## src/rtl/cntdiv_n.sv

```systemverilog
`default_nettype none
// ============================================================================
// cntdiv_n : divides clk by N into a registered square-wave "seconds" clock.
// Rev 1.0 : initial release
// ============================================================================
module cntdiv_n #(
   parameter int unsigned N = 50_000_000
) (
   input  logic clk,
   input  logic reset,
   output logic clk_out
);

   localparam int CW = (N > 2) ? $clog2(N) : 1;
   localparam logic [CW-1:0] C_LAST = CW'(N - 1);
   localparam logic [CW-1:0] C_HALF = CW'(N / 2 - 1);

   generate
      if (N < 2) begin : g_bad_n
         $error("cntdiv_n: N must be at least 2");
      end
   endgenerate

   logic [CW-1:0] cnt;

   // clk_out is set halfway through the period and cleared on the wrap,
   // so it comes straight from a flop and never glitches.
   always_ff @(posedge clk or posedge reset) begin
      if (reset) begin
         cnt     <= '0;
         clk_out <= 1'b0;
      end else begin
         cnt <= (cnt == C_LAST) ? '0 : cnt + CW'(1);
         if (cnt == C_HALF)
            clk_out <= 1'b1;
         else if (cnt == C_LAST)
            clk_out <= 1'b0;
      end
   end

endmodule
`default_nettype wire

```

## config.mk

```make
export PLATFORM = sky130hd
export DESIGN_NAME = cntdiv_n
export DESIGN_NICKNAME = d
export VERILOG_FILES = /design/src/rtl/cntdiv_n.sv
export SDC_FILE = /design/constraint.sdc
export NUM_CORES = 1
export LEC_CHECK = 0
export ABC_AREA = 0
export BUFFER_PORTS_ARGS = -buffer_cell sky130_fd_sc_hd__buf_2
export CORE_ASPECT_RATIO = 0.8
export CORE_MARGIN = 2
export CORE_UTILIZATION = 65
export DETAILED_ROUTE_END_ITERATION = 6
export PLACE_DENSITY = 0.86
export RECOVER_POWER = 100
export REMOVE_ABC_BUFFERS = 1
export SYNTH_ARGS = -nofsm -noshare
export SYNTH_HDL_FRONTEND = slang
export SYNTH_SLANG_ARGS = --single-unit
```

## constraint.sdc

```tcl
create_clock -name clk -period 3.74 [get_ports clk]
set_input_delay 0.748 -clock clk [delete_from_list [all_inputs] [get_ports clk]]
set_output_delay 0.748 -clock clk [all_outputs]
set_load 0.02 [all_outputs]
```

==> flow_metrics.env <==
export IMPL_drt_first_iter_violations=62
export IMPL_synth_mux_area_frac=0
export IMPL_yosys_register_bits=27
export IMPL_tritoncts="yes"
export IMPL_clk_pin_slew_ns=0.14
export IMPL_overflow=0
export IMPL_startpoint_type="register"
export IMPL_tns_ns=0
export IMPL_slowest_stage="nor4_2"
export IMPL_synthAdderAreaFrac=0.0174
export IMPL_root_buffer="clkbuf_4"
export IMPL_skew_ns=0.00725
export IMPL_final_area_sq_mm=0.00148
export IMPL_synth_cells=146
export IMPL_setup_viol=0
export IMPL_grt_antenna_before_repair=0
export IMPL_initial_core_util=0.678
export IMPL_finalHoldViolCount=0
export IMPL_dieArea_sq_mm=0.00261
export IMPL_fin_nets=153
export IMPL_rows=15
export IMPL_synth_top_family_by_area="simple AND/OR/NAND/NOR gates"
export IMPL_cts_num_sinks=27
export IMPL_crit_path_end="cnt[12]"
export IMPL_dr_pass1_iters=4
export IMPL_cts_max_level=1
export IMPL_end_kind="register"
export IMPL_fin_crit_ns=2.55
export IMPL_peakVddDrop_mv=0.285
export IMPL_synth_area_leader_cell="dfrtp_1"
export IMPL_worstPathArrival_ns=2.70
export IMPL_drc=0
export IMPL_cts_hold_buf=0
export IMPL_hpwl_microns=2110
export IMPL_status="finished clean"
export IMPL_cts_buffers=3
export IMPL_drt_wl_total_microns=2990
export IMPL_syn_mean_instance_area_sq_um=9.86
export IMPL_dp_cells=169
export IMPL_drive_gt1_frac=0.0541
export IMPL_relSlewSlack=0.0613
export IMPL_grtUsageTotal=0.242
export IMPL_place_gp_congestion=0.926
export IMPL_ant_nets=0
export IMPL_grt_pass1_vias=965
export IMPL_crit_path_max_fanout=16
export IMPL_synth_top_cell_area_share=0.470
export IMPL_rrSetupSlack_ns=1.19
export IMPL_cts_resized=0
export IMPL_synth_edf_count=0
export IMPL_hp_class="register to register"
export IMPL_antenna_cells=0
export IMPL_p_per_area_mw_per_mm2=285
export IMPL_fin_cells=173
export IMPL_vias_per_cell=6.80
export IMPL_grt_pass1_wl_microns=4650
export IMPL_finalCritPeriodShare=0.681
export IMPL_slowest_delay_ns=1.15
export IMPL_synth_xor_area_frac=0.0974
export IMPL_min_delay_start="cnt[24]"
export IMPL_required_ns=3.89
export IMPL_cts_path_max_buffers=2
export IMPL_portBuffers=2
export IMPL_async_flop_share=1.00
export IMPL_synth_compound_gate_area_share=0.0713
export IMPL_clk_latency_ns=0.32
export IMPL_vias=1176
export IMPL_fillCellCount=165
export IMPL_netlist_top_cells_count="27 x dfrtp_1, 14 x nor2_1, 12 x nand4_1"
export IMPL_power_leakage_nw=0.617
export IMPL_worst_pin_slew_ns=1.40
export IMPL_seq_area_frac_synth=0.470
export IMPL_drv_cap=0
export IMPL_die_y_microns=46.1
export IMPL_maxSlewViolCount=0
export IMPL_placed_area_sq_mm=0.00146
export IMPL_crit_path_cell_trace="nor4_1, nand4_2, nor4_2, nor2_1"
export IMPL_worstReg2RegEnd="cnt[12]"
export IMPL_reg2regPathDepth=4
export IMPL_reg2reg_from="cnt[10]"
export IMPL_wl_per_cell_microns=17.3
export IMPL_rsz0062_at_grt="false"
export IMPL_post_cts_buffers=0
export IMPL_synth_simple_area_share=0.322
export IMPL_dieWidth_microns=56.6
export IMPL_synth_area_sq_mm=0.00144
export IMPL_ys_warn_count=0
export IMPL_crit_type="register to register"
export IMPL_areaGrowthSynthToFinish_pct=2.52
export IMPL_core_sq_mm=0.00212
export IMPL_yosysMostFrequentCell="dfrtp_1"
export IMPL_ys_types=33
export IMPL_fmax_mhz=392
export IMPL_synth_ff_type="dfrtp_1"
export IMPL_grt_max_degree=28
export IMPL_startpoint="cnt[10]"
export IMPL_yosys_top_cells_area="dfrtp_1 47%, xor2_1 5.5%, nand4_1 5.2%"
export IMPL_ioPinCount=3
registers in the layout, indices dropped and copies added, names as in the netlist:
signal and count:
cnt 26, clk_out 1
power by group:
part           internal, mW  switching [mW]  total, mW
combinational      0.000417         0.00536    0.00578
clock                0.0418          0.0803      0.122
sequential            0.292               0      0.292
total                 0.334          0.0857      0.420
cell families (layout without fill, tap and decap cells):
logic type,after synthesis,in the layout
XOR/XNOR,16,16
adder cells (fa/ha/maj),2,2
flip-flops,27,27
AO/OA/AOI/OAI,18,18
AND/OR/NAND/NOR,76,76
buffers and inverters,7,9
placed cells by master (no fill, tap or decap), drive strengths merged:
cell,instances
nand4bb,1
and3,5
or3,4
or3b,1
o211ai,2
nand3,9
and4,4
inv,3
or4,5
nor4bb,1
nor2b,1
a21oi,6
xnor2,7
xor2,9
ha,2
o31ai,2
a211oi,1
nand4,14
nor3,1
nand2,9
nand3b,1
nor2,14
buf,1
dfrtp,27
clkbuf,5
and2,2
nor4,4
o21ai,7
area by class of cell:
class / count / area, sq um / area share
Clock buffer: 4 / 26.3 / 0.0178
Inverter: 3 / 11.3 / 0.00763
Multi-Input combinational cell: 112 / 722 / 0.489
Sequential cell: 27 / 676 / 0.458
Tap cell: 25 / 31.3 / 0.0212
Timing Repair Buffer: 2 / 8.76 / 0.00594
routing by layer:
| metal | vias up | share of wire | GRT usage |
|---|---|---|---|
| met1 | 559 | 0.47 | 0.358 |
| met3 | 8 | 0.076 | 0.0646 |
| li1 | 549 | - | - |
| met5 | - | 0 | 0 |
| met2 | 60 | 0.44 | 0.349 |
| met4 | 0 | 0.019 | 0.0762 |
per-stage QoR:
stage / hold slack (ns) / util / power (mW) / worst slack, ns
5_1_grt: 0.574 / 0.696 / 0.436 / 1.02
3_5_place_dp: 0.535 / 0.688 / 0.304 / 1.67
2_1_floorplan: 0.489 / - / 0.302 / 2.02
6_report: 0.557 / 0.696 / 0.420 / 1.19
3_3_place_gp: 0.479 / 0.688 / 0.303 / 1.72
4_1_cts: 0.552 / 0.700 / 0.426 / 1.63
critical path: cells and delay by family (launching register included):
kind             cells  cell delay [ns]
flip-flops           1             0.47
AND/OR/NAND/NOR      4             1.91
worst min-delay path by stage:
stage | endpoint | cells past startpoint
CTS | cnt[18] | 1
global route | cnt[18] | 1
floorplan | cnt[18] | 1
detailed placement | cnt[18] | 1
finish | cnt[24] | 1
global placement | clk_out | 2
(Power assumes the default switching activity.)
